`config.mk`:
```
export PLATFORM = sky130hd
export DESIGN_NAME = bnn_seq_ctrl
export DESIGN_NICKNAME = d
export VERILOG_FILES = /design/src/rtl/bnn_seq_ctrl.sv
export SDC_FILE = /design/constraint.sdc
export NUM_CORES = 1
export LEC_CHECK = 0
export ABC_AREA = 1
export ABC_CLOCK_PERIOD_IN_PS = 2400
export BUFFER_PORTS_ARGS = -buffer_cell sky130_fd_sc_hd__clkbuf_2
export CAP_MARGIN = 20
export CORE_MARGIN = 2
export CORE_UTILIZATION = 55
export CTS_CLUSTER_SIZE = 14
export DETAILED_ROUTE_END_ITERATION = 16
export GPL_TIMING_DRIVEN = 0
export PLACE_DENSITY = 0.84
export SLEW_MARGIN = 15
export SYNTH_ARGS = -nofsm -noshare
export SYNTH_HDL_FRONTEND = slang
export SYNTH_SLANG_ARGS = --single-unit
```
`constraint.sdc`:
```
create_clock -name clk -period 2.4 [get_ports clk]
set_input_delay 0.72 -clock clk [delete_from_list [all_inputs] [get_ports clk]]
set_output_delay 0.72 -clock clk [all_outputs]
set_load 0.01 [all_outputs]
```
`src/rtl/bnn_seq_ctrl.sv`:
```
// bnn_seq_ctrl: drives the BNN core's user-clock port (chain load and nibble-wise inference) from the system clock
// Ports: clk/rst_n system clock and sync active-low reset; cfg_* parameter byte stream (LSB first);
//        infer_* inference request; res_valid/res_y captured result; params_loaded/busy status;
//        bnn_clk/bnn_setup/bnn_param/bnn_x_bank_hi/bnn_x drive the core; bnn_y core outputs.
module bnn_seq_ctrl #(
  parameter int CHAIN_BITS    = 144,
  parameter int HALF_PERIOD   = 2,
  parameter int EVAL_TICKS    = 1,
  parameter int SETTLE_CYCLES = 2
) (
  input  logic       clk,
  input  logic       rst_n,
  input  logic       cfg_valid,
  output logic       cfg_ready,
  input  logic [7:0] cfg_data,
  input  logic       infer_valid,
  output logic       infer_ready,
  input  logic [7:0] infer_x,
  output logic       res_valid,
  output logic [7:0] res_y,
  output logic       params_loaded,
  output logic       busy,
  output logic       bnn_clk,
  output logic       bnn_setup,
  output logic       bnn_param,
  output logic       bnn_x_bank_hi,
  output logic [3:0] bnn_x,
  input  logic [7:0] bnn_y
);
  localparam int CMAX = (2 * HALF_PERIOD > SETTLE_CYCLES) ? 2 * HALF_PERIOD : SETTLE_CYCLES;
  localparam int CW = $clog2(CMAX + 1);
  localparam int BW = (CHAIN_BITS > 8) ? $clog2(CHAIN_BITS) : 3;
  localparam int EW = (EVAL_TICKS > 1) ? $clog2(EVAL_TICKS) : 1;
  localparam logic [CW-1:0] T_RISE = CW'(HALF_PERIOD - 1);
  localparam logic [CW-1:0] T_END  = CW'(2 * HALF_PERIOD - 1);
  localparam logic [CW-1:0] S_LAST = CW'(SETTLE_CYCLES - 1);
  localparam logic [BW-1:0] B_LAST = BW'(CHAIN_BITS - 1);
  localparam logic [EW-1:0] E_LAST = EW'(EVAL_TICKS - 1);
  typedef enum logic [2:0] {IDLE, LOAD, WAIT_BYTE, INFER_LO, INFER_HI, EVAL, SETTLE} state_t;
  state_t state, state_d;
  logic [CW-1:0] cnt, cnt_d;
  logic [BW-1:0] bit_idx, bit_d;
  logic [EW-1:0] ev, ev_d;
  logic [7:0] sh, sh_d, x_q, x_d, res_y_d;
  logic [3:0] xo_d;
  logic infer_rdy, infer_rdy_d, cfg_ready_d, res_valid_d, loaded_d, busy_d;
  logic clk_d, setup_d, param_d, bank_d;
  logic cfg_acc, inf_acc, tick, tick_end, ticks_done;
  // cfg has priority: a simultaneous cfg offer withdraws infer_ready in the same cycle
  assign infer_ready = infer_rdy & ~cfg_valid;
  assign cfg_acc = cfg_valid & cfg_ready;
  assign inf_acc = infer_valid & infer_ready;
  assign tick = state inside {LOAD, INFER_LO, INFER_HI, EVAL};
  assign tick_end = tick && cnt == T_END;
  always_comb begin
    state_d = state;
    cnt_d = cnt + 1'b1;
    bit_d = bit_idx;
    ev_d = ev;
    sh_d = sh;
    x_d = x_q;
    clk_d = (tick && cnt == T_RISE) ? 1'b1 : bnn_clk;
    setup_d = bnn_setup;
    param_d = bnn_param;
    bank_d = bnn_x_bank_hi;
    xo_d = bnn_x;
    res_valid_d = 1'b0;
    res_y_d = res_y;
    loaded_d = params_loaded;
    ticks_done = 1'b0;
    if (tick_end) begin
      clk_d = 1'b0;
      cnt_d = '0;
    end
    case (state)
      IDLE:
        if (cfg_acc) begin
          state_d = LOAD;
          cnt_d = '0;
          bit_d = '0;
          sh_d = cfg_data;
          setup_d = 1'b1;
          param_d = cfg_data[0];
          loaded_d = 1'b0;
        end else if (inf_acc) begin
          state_d = INFER_LO;
          cnt_d = '0;
          x_d = infer_x;
          bank_d = 1'b0;
          xo_d = infer_x[3:0];
        end
      LOAD:
        if (tick_end) begin
          if (bit_idx == B_LAST) begin
            state_d = IDLE;
            setup_d = 1'b0;
            param_d = 1'b0;
            loaded_d = 1'b1;
          end else if (bit_idx[2:0] != 3'd7) begin
            bit_d = bit_idx + 1'b1;
            sh_d = sh >> 1;
            param_d = sh[1];
          end else if (cfg_acc) begin
            bit_d = bit_idx + 1'b1;
            sh_d = cfg_data;
            param_d = cfg_data[0];
          end else begin
            state_d = WAIT_BYTE;
          end
        end
      WAIT_BYTE: begin
        cnt_d = '0;
        if (cfg_acc) begin
          state_d = LOAD;
          bit_d = bit_idx + 1'b1;
          sh_d = cfg_data;
          param_d = cfg_data[0];
        end
      end
      INFER_LO:
        if (tick_end) begin
          state_d = INFER_HI;
          bank_d = 1'b1;
          xo_d = x_q[7:4];
        end
      INFER_HI:
        if (tick_end) begin
          state_d = EVAL;
          ev_d = '0;
          ticks_done = EVAL_TICKS == 0;
        end
      EVAL:
        if (tick_end) begin
          ev_d = ev + 1'b1;
          ticks_done = ev == E_LAST;
        end
      SETTLE:
        if (cnt == S_LAST) begin
          state_d = IDLE;
          res_valid_d = 1'b1;
          res_y_d = bnn_y;
        end
      default: state_d = IDLE;
    endcase
    if (ticks_done) begin
      state_d = (SETTLE_CYCLES == 0) ? IDLE : SETTLE;
      res_valid_d = SETTLE_CYCLES == 0;
      res_y_d = (SETTLE_CYCLES == 0) ? bnn_y : res_y;
    end
    busy_d = state_d != IDLE;
    // ready is also raised in the last cycle of a byte's 8th tick so an unstalled next byte costs no cycle
    cfg_ready_d = state_d == IDLE || state_d == WAIT_BYTE ||
                  (state_d == LOAD && cnt_d == T_END && bit_d[2:0] == 3'd7 && bit_d != B_LAST);
    infer_rdy_d = state_d == IDLE && loaded_d;
  end
  always_ff @(posedge clk) begin
    if (!rst_n) begin
      state <= IDLE;
      cnt <= '0;
      bit_idx <= '0;
      ev <= '0;
      sh <= '0;
      x_q <= '0;
      bnn_clk <= 1'b0;
      bnn_setup <= 1'b0;
      bnn_param <= 1'b0;
      bnn_x_bank_hi <= 1'b0;
      bnn_x <= '0;
      res_valid <= 1'b0;
      res_y <= '0;
      params_loaded <= 1'b0;
      busy <= 1'b0;
      cfg_ready <= 1'b1;
      infer_rdy <= 1'b0;
    end else begin
      state <= state_d;
      cnt <= cnt_d;
      bit_idx <= bit_d;
      ev <= ev_d;
      sh <= sh_d;
      x_q <= x_d;
      bnn_clk <= clk_d;
      bnn_setup <= setup_d;
      bnn_param <= param_d;
      bnn_x_bank_hi <= bank_d;
      bnn_x <= xo_d;
      res_valid <= res_valid_d;
      res_y <= res_y_d;
      params_loaded <= loaded_d;
      busy <= busy_d;
      cfg_ready <= cfg_ready_d;
      infer_rdy <= infer_rdy_d;
    end
  end
endmodule

```
==> impl_metrics.tcl, run 1 <==
set metrics [dict create \
    cts_buffers 5 \
    dr.pass1.iters 5 \
    synth_area_um2 2570 \
    ant_nets 0 \
    setup.worst_path.end_class "flip-flop" \
    dpl_cell_area_um2 2870 \
    initial_core_util_pct 58.1 \
    synth_fp_nets 422 \
    wl_per_cell_um 13.3 \
    worst_slack_ps 230 \
    slew_headroom_pct 62.8 \
    synth.distinct_cells 31 \
    peakVddDrop_v 0.000410 \
    r2r_setup_slack_ps 230 \
    cp-start-kind "flip-flop" \
    seqCellArea_um2 941 \
    crit_fanout 10 \
    num_io_pins 49 \
    setup-tns-final_ps 0 \
    fin_nets 477 \
    synth_top_area_cell "dfxtp_1" \
    synth.top_cell.area_share_pct 36.7 \
    mostFrequentLayoutCell "nand2_1" \
    skew_ps 6.57 \
    period_share_pct 90.4 \
    clk_pin_slew_ps 90 \
    synth_area_per_cell_um2 6.61 \
    power_density_nw_per_um2 553 \
    ys_seq_area_share_pct 36.7 \
    rr_startpoint "bit_idx[0]" \
    grt_overflow_total 0 \
    via_per_inst 5.43 \
    synth_seq_cells 47 \
    arrival_ps 2370 \
    die_w_um 72.3 \
    power_switching_mw 0.431 \
    die_area_um2 5230 \
    startpoint "bit_idx[0]" \
    grt_pass1_wl_um 11200 \
    cts_sinks 47 \
    mostFrequentLayoutCells "nand2_1, nor2_1, clkbuf_2" \
    clkPwrFrac_pct 37.6 \
    holdWs_ps 462 \
    yosysWarnings 0 \
    grt_pass1_vias 2592 \
    cts_resized 0 \
    drive_gt1_share_pct 20.0 \
    gp_congestion 0.972 \
    n_fill_cell 398 \
    drt-total-wl_um 6600 \
    dp_hpwl_um 4970 \
    tightest_slew_ps 558 \
    r2r_end "cfg_ready" \
    p_leak_nw 1.53 \
    die_h_um 72.3 \
    crit_end "cfg_ready" \
    grt_max_degree 16 \
    postCtsSetupRepairBufs 0 \
    clock.fmax_mhz 461 \
    row_count 24 \
    hold_buffers 0 \
    multi_input_area_um2 1410 \
    antenna_found_initial 0 \
    period_minus_slack_ps 2170 \
    cts_tree "done" \
    critPathKind "flip-flop to flip-flop" \
    synth_area_leaders "dfxtp_1, nand2_1, nor2_1" \
    r2r_cells 11 \
    status "finished clean" \
    fin_util_pct 67.8 \
    rsz0062_at_grt "false" \
    hold_viol_final 0 \
    crit_required_ps 2600 \
    finish.instance_area_um2 2990 \
    area_growth_pct 16.6 \
    maxCapViolations 0 \
    swShare_pct 26.0 \
    htreeDepth 2 \
    drt_iter0_drc 219 \
    maxSlewViolCount 0 \
    clkLatencyLatePin_ps 310 \
    hp-class "flip-flop to flip-flop" \
    drc_errors 0 \
    min-delay-start "bnn_clk" \
    cts_root_buffer "clkbuf_8" \
    via_count 2693 \
    synth_cells 388 \
    core_um2 4410 \
    grtUsageTotal_pct 26.9 \
    io_buffers 48 \
    power_frac_seq_pct 49.4 \
    p_comb_share_pct 13.0 \
    pre_cts_slack_ps 95.0 \
    diodes 0 \
    cts.path.max_buffers 2 \
    finalSetupViolations 0 \
    p_int_mw 1.23 \
]
-- cells in the mapped netlist, drive strengths merged --
cell type,number
ha,6
a32oi,1
clkinv,2
nand3,48
o21ai,32
nor3,2
a211oi,2
o22ai,1
clkbuf,4
a21oi,11
o21a,1
nand2,97
nor2,66
nand4,5
inv,46
dfxtp,47
o211ai,2
a21boi,1
or2,1
buf,3
a31oi,10
-- power groups by stage --
stage                     Combinational (mW)  Sequential (mW)  Clock [mW]
after floorplan                        0.140            0.837           0
after global placement                 0.210            0.835           0
after detailed placement               0.213            0.836           0
after CTS                              0.214            0.818       0.632
after global routing                   0.247            0.821       0.657
final                                  0.216            0.818       0.622
-- through the flow --
step	cells	power (mW)
CTS	496	1.66
global route	496	1.72
global placement	488	1.04
finish	496	1.66
floorplan	388	0.977
detailed placement	488	1.05
-- critical path, stage by stage (launching register included) --
cell and delay, ps:
dfxtp_1 450, ha_1 240, ha_1 270, nand2_1 260
o21ai_0 290, nand3_2 120, nand3_2 110, nor2_1 50
nand2_1 60, nor2_1 40, o21ai_1 90, nand2_1 80
-- cells by family after synthesis --
group           synth area share, %
compound gates                 13.2
fa+ha+maj                      2.93
buf+inv                        8.48
flops                          36.7
simple gates                   38.8
-- sequential cells by signal, indices dropped and copies added (netlist names) --
register,cells
bit_idx,8
res_y,8
sh,7
bnn_x,4
x_q,4
cnt,3
state,3
bnn_clk,1
bnn_param,1
bnn_setup,1
bnn_x_bank_hi,1
busy,1
cfg_ready,1
ev,1
infer_rdy,1
params_loaded,1
res_valid,1
-- layer usage --
layer  vias up  wire length, um  global-route usage [%]
met4         0              152                    12.6
met5         -                0                       0
met2       106             3090                    42.9
met1      1198             2880                    34.8
met3        16              484                    5.83
li1       1373                -                       -
-- cell type report --
class	instances	area share, %
flip-flops and latches	47	31.4
repair buffers	48	8.03
plain buffers	7	1.09
multi-input cells	286	47.0
well taps	52	2.17
clock buffers	6	2.76
inverters	48	6.19
clock inverters	2	1.30
-- worst min path at each step --
stage / slack [ps] / cells after the start / end
after floorplan: 420 / 2 / sh[7]
after global placement: 430 / 2 / sh[7]
after detailed placement: 450 / 2 / bnn_clk
after CTS: 460 / 2 / bnn_clk
after global routing: 480 / 2 / bnn_clk
final: 460 / 2 / bnn_clk
No activity file was read; power rests on OpenSTA's default activity.
==> inputs of run 2 (changes only) <==
ABC_AREA = 0   (was 1)
CORE_ASPECT_RATIO = 0.8   (was default)
PLACE_DENSITY = 0.85   (was 0.84)
SKIP_CTS_REPAIR_TIMING = 1   (was default)
==> run 2 against run 1 <==
The run now ends with setup timing left; cell area grew 1.7%; die area shrank 3.7%; register-to-register slack got worse by 330 ps; via count down 9.8%; largest cell class unchanged; synthesized cell count fell by 27%; final cell count is 19% lower; combinational power up 13%; sequential share of layout area is 0.35 points lower; synthesized area fell by 3.9%; fmax is 15% lower; clock power fell by 6.8%; sequential power hardly changed.
==> impl_metrics.tcl, run 2 <==
set metrics [dict create \
    drc_errors 0 \
    pre_cts_slack_ps -626 \
    finalSetupViolations 1 \
    grtUsageTotal_pct 24.6 \
    crit_required_ps 2630 \
    p_comb_share_pct 14.8 \
    rsz0062_at_grt "true" \
    synth_fp_nets 319 \
    synth.most_common_cell "dfxtp_1" \
    r2r_cells 9 \
    cts_sinks 47 \
    place_inst 389 \
    cts.path.max_buffers 2 \
    grt_pass1_wl_um 9800 \
    seqCellArea_um2 946 \
    via_count 2430 \
    tightest_slew_ps 624 \
    synth_area_per_cell_um2 8.65 \
    hold_viol_final 0 \
    hold_depth 2 \
    drt_iter0_drc 228 \
    clkLatencyLatePin_ps 310 \
    gp_congestion 0.947 \
    die_w_um 78.8 \
    hp-class "flip-flop to flip-flop" \
    n_fill_cell 336 \
    ant_nets 0 \
    fin_nets 380 \
    worst_slack_ps -160 \
    cts_root_buffer "clkbuf_8" \
    power_density_nw_per_um2 540 \
    power_switching_mw 0.419 \
    ys_seq_area_share_pct 38.2 \
    grt_max_degree 16 \
    num_io_pins 49 \
    peakVddDrop_v 0.000441 \
    critPathKind "primary input to flip-flop" \
    synth.distinct_cells 58 \
    p_leak_nw 1.28 \
    drt-total-wl_um 6270 \
    violations "setup timing" \
    grt_overflow_total 0 \
    skew_ps 7.94 \
    p_int_mw 1.22 \
    dp_hpwl_um 4460 \
    cts_buffers 5 \
    clk_pin_slew_ps 90 \
    top_regs "bit_idx (8), res_y (8), sh (7)" \
    area_growth_pct 23.5 \
    core_um2 4260 \
    period_minus_slack_ps 2560 \
    swShare_pct 25.5 \
    clkPwrFrac_pct 35.3 \
    synth_flop_cell "dfxtp_1" \
    antenna_found_initial 0 \
    maxSlewViolCount 0 \
    die_h_um 63.9 \
    synth_area_um2 2460 \
    htreeDepth 2 \
    fin_cells 404 \
    diodes 0 \
    drive_gt1_share_pct 27.1 \
    grt_pass1_vias 2061 \
    cp-start-kind "primary input" \
    setup.worst_path.end_class "flip-flop" \
    synth_seq_cells 47 \
    crit_fanout 5 \
    power_frac_seq_pct 49.9 \
    period_share_pct 107 \
    multi_input_area_um2 1460 \
    clock.fmax_mhz 391 \
    slew_headroom_pct 58.4 \
    via_per_inst 6.01 \
    status "finished, violations left" \
    dr.pass1.iters 5 \
    synth_top_area_cell "dfxtp_1" \
    mostFrequentLayoutCell "clkbuf_2" \
    arrival_ps 2790 \
    row_count 21 \
    synth_edf_count 0 \
    synth_area_leaders "dfxtp_1, mux2i_1, a21oi_1" \
    wl_per_cell_um 15.5 \
    mostFrequentLayoutCells "clkbuf_2, dfxtp_1, nor2_1" \
    yosysWarnings 0 \
    synth.top_cell.area_share_pct 38.2 \
    cts_tree "done" \
    die_area_um2 5040 \
    synth_cells 285 \
    ys_async_sr_fraction_pct 0 \
    initial_core_util_pct 57.9 \
    io_buffers 47 \
    maxCapViolations 0 \
    synth_commonest_cells "dfxtp_1, nor2_1, nand2_1" \
]
run 2: cell count changes in the layout (fill, tap and decap cells not counted), sizes merged, moves of 7 or more:
| cell | previous run | this run |
|---|---|---|
| nand2 | 97 | 25 |
| inv | 47 | 9 |
| nor2 | 66 | 29 |
| nand3 | 48 | 16 |
| mux2i | 0 | 16 |
| o21ai | 32 | 16 |
| a21oi | 11 | 24 |
| buf | 3 | 16 |
| a31oi | 10 | 0 |
| and2 | 0 | 8 |
| nor2b | 0 | 7 |
run 2: routing by layer:
layer  share of wire, %  vias up  global-route usage [%]
li1                   -     1156                       -
met1                 46     1142                    35.2
met2                 44      125                    37.5
met3                9.2        7                    6.78
met4               0.94        0                    4.53
met5                  0        -                       0
run 2: power by group through the flow:
stage	combinational, mW	sequential, mW	clock [mW]
after floorplan	0.140	0.839	0
after global placement	0.206	0.837	0
after detailed placement	0.210	0.838	0
after CTS	0.211	0.820	0.592
after global routing	0.266	0.823	0.624
final	0.243	0.819	0.580
run 2: logic make-up (layout without fill, tap and decap cells):
kind of cell    after synthesis  count (layout)  share of synthesized area (%)
simple gates                120             120                           27.6
compound gates               70              70                           19.0
flops                        47              47                           38.2
buf+inv                      25              87                           5.28
mux                          17              17                           6.95
fa+ha+maj                     6               6                           3.05
run 2: critical path: stages:
cell and delay [ps]:
buf_8 70, and2_4 210, inv_8 50, ha_4 210, mux2_4 250, a211o_1 270
o211ai_1 140, nand4_1 160, or4b_4 520, a32oi_1 190
run 2: area by class of cell:
type                    count  share of cell area (%)
clock buffers               5                    2.26
plain buffers              15                    3.00
inverters                   9                    1.36
flip-flops and latches     47                    31.1
clock inverters             3                    1.44
repair buffers             55                    10.4
well taps                  57                    2.34
multi-input cells         213                    48.1
run 2: per-stage QoR:
step / hold slack [ps] / power, mW / util [%] / setup TNS (ps) / cell area, um2
2_1_floorplan: 430 / 0.979 / - / -216 / 2490
3_3_place_gp: 439 / 1.04 / 65.8 / -670 / 2800
3_5_place_dp: 448 / 1.05 / 65.8 / -1260 / 2800
4_1_cts: 462 / 1.62 / 68.5 / -991 / 2910
5_1_grt: 488 / 1.71 / 71.5 / -179 / 3040
6_report: 456 / 1.64 / 71.5 / -160 / 3040
run 2: path summary, 6_finish.rpt:
check             from        end  slack [ps]
max          cfg_valid  cfg_ready        -160
min            bnn_clk    bnn_clk         460
max reg2reg  cfg_ready  cfg_ready        -100
min reg2reg    bnn_clk    bnn_clk         460
==> inputs of run 3 (changes only) <==
ABC_AREA = 1   (was 0)
PLACE_DENSITY = 0.84   (was 0.85)
==> run 3 against run 2 <==
The flow now finishes without violations; clock-buffer cell count is 1 higher; via count rose by 12%; first-iteration DRC count up 6.6%.
==> impl_metrics.tcl, run 3 (synthesized netlist as in run 1, its figures left out) <==
set metrics [dict create \
    status "finished clean" \
    rsz0062_at_grt "false" \
    io_buffers 48 \
    period_share_pct 87.4 \
    grt_pass1_vias 2317 \
    initial_core_util_pct 56.5 \
    n_fill_cell 437 \
    crit_chain "ha_1 -> ha_1 -> nand2_1 -> inv_1 -> nand2_1 -> nand3_1 -> nand2_1 -> nand2_1 -> nor2_1 -> nand2_1 -> nor2_1 -> o21ai_1 -> nand2_1" \
    die_w_um 80.4 \
    period_minus_slack_ps 2100 \
    clkLatencyLatePin_ps 310 \
    maxCapViolations 0 \
    cts_sinks 47 \
    setup.worst_path.end_class "flip-flop" \
    die_h_um 65.1 \
    r2r_setup_slack_ps 300 \
    grt_pass1_wl_um 10700 \
    crit_top_cell "nand2_1" \
    min-delay-start "sh[7]" \
    finalSetupViolations 0 \
    cts_root_buffer "clkbuf_8" \
    skew_ps 3.45 \
    critPathKind "flip-flop to flip-flop" \
    r2r_cells 13 \
    antenna_found_initial 0 \
    cp-start-kind "flip-flop" \
    top_regs "bit_idx (8), res_y (8), sh (7)" \
    drc_errors 0 \
    crit_fanout 10 \
    hold_viol_final 0 \
    power_density_nw_per_um2 570 \
    p_leak_nw 1.53 \
    arrival_ps 2360 \
    clk_pin_slew_ps 80 \
    finish.instance_area_um2 3010 \
    crit_required_ps 2660 \
    place_inst 496 \
    num_io_pins 49 \
    slew_headroom_pct 62.9 \
    mostFrequentLayoutCells "nand2_1, nor2_1, clkbuf_2" \
    row_count 22 \
    htreeDepth 2 \
    drive_gt1_share_pct 19.8 \
    die_area_um2 5230 \
    rr_startpoint "bit_idx[0]" \
    cts_tree "done" \
    hp-class "flip-flop to flip-flop" \
    area_growth_pct 17.5 \
    ant_nets 0 \
    via_count 2726 \
    setup-tns-final_ps 0 \
    dr.pass1.iters 5 \
    cts.path.max_buffers 2 \
    tightest_slew_ps 556 \
    grtUsageTotal_pct 26.4 \
    crit_slowest_cell "dfxtp_1" \
    wl_per_cell_um 13.3 \
    min_to "sh[7]" \
    r2r_end "cfg_ready" \
    dp_hpwl_um 5190 \
    core_um2 4540 \
    fin_nets 477 \
    grt_max_degree 15 \
    max_stage_delay_ps 370 \
    mostFrequentLayoutCell "nand2_1" \
    maxSlewViolCount 0 \
    clock.fmax_mhz 477 \
    gp_congestion 0.944 \
    via_per_inst 5.41 \
    hold_depth 2 \
    drt-total-wl_um 6710 \
    cts_buffers 5 \
    drt_iter0_drc 243 \
    fin_cells 504 \
    peakVddDrop_v 0.000385 \
    dpl_cell_area_um2 2880 \
    grt_overflow_total 0 \
    diodes 0 \
]
-- run 3: per-layer routing --
metal / part of all wire (%) / wire (um) / vias up / global-route usage, %
li1: - / - / 1374 / -
met1: 47 / 3170 / 1222 / 39.0
met2: 42 / 2830 / 117 / 38.8
met3: 8.9 / 600 / 13 / 4.53
met4: 1.7 / 112 / 0 / 9.32
met5: 0 / 0 / - / 0
-- run 3: worst max path at each step --
stage                     startpoint        end  slack, ps  depth (start not counted)
after global routing      bit_idx[0]  cfg_ready         80                         13
after detailed placement   cfg_valid  cfg_ready         90                         13
final                     bit_idx[0]  cfg_ready        300                         13
after global placement     cfg_valid  cfg_ready        100                         13
after floorplan            cfg_valid  cfg_ready        460                         12
after CTS                 bit_idx[0]  cfg_ready        330                         13
-- run 3: layout make-up --
cell class / instances / area (um2) / area share [%]
plain buffers: 7 / 32.5 / 1.08
clock buffers: 6 / 72.6 / 2.41
clock inverters: 2 / 60.1 / 1.99
inverters: 48 / 185 / 6.14
multi-input cells: 286 / 1410 / 46.7
flip-flops and latches: 47 / 941 / 31.2
well taps: 60 / 75.1 / 2.49
repair buffers: 48 / 240 / 7.97
-- run 3: per-stage QoR --
step / setup slack (ps) / util [%] / total power [mW] / hold slack (ps)
after floorplan: 459 / - / 0.977 / 421
after global placement: 104 / 63.4 / 1.04 / 432
after detailed placement: 86.5 / 63.4 / 1.05 / 433
after CTS: 327 / 66.4 / 1.72 / 446
after global routing: 84.9 / 66.4 / 1.78 / 478
final: 303 / 66.4 / 1.72 / 446
-- run 3: worst max-delay path, delay by kind of cell (launching register included) --
kind / cells / cell delay, ps
and+or+nand+nor: 9 / 990
adders and majority gates: 2 / 500
DFF: 1 / 370
buffers and inverters: 1 / 100
AOI/OAI and AO/OA: 1 / 80
-- run 3: where the power goes --
group	internal, mW	switching [mW]	total, mW	leakage (nW)
combinational	0.0791	0.142	0.221	1.09
sequential	0.804	0.0138	0.817	0.381
clock	0.416	0.264	0.680	0.0654
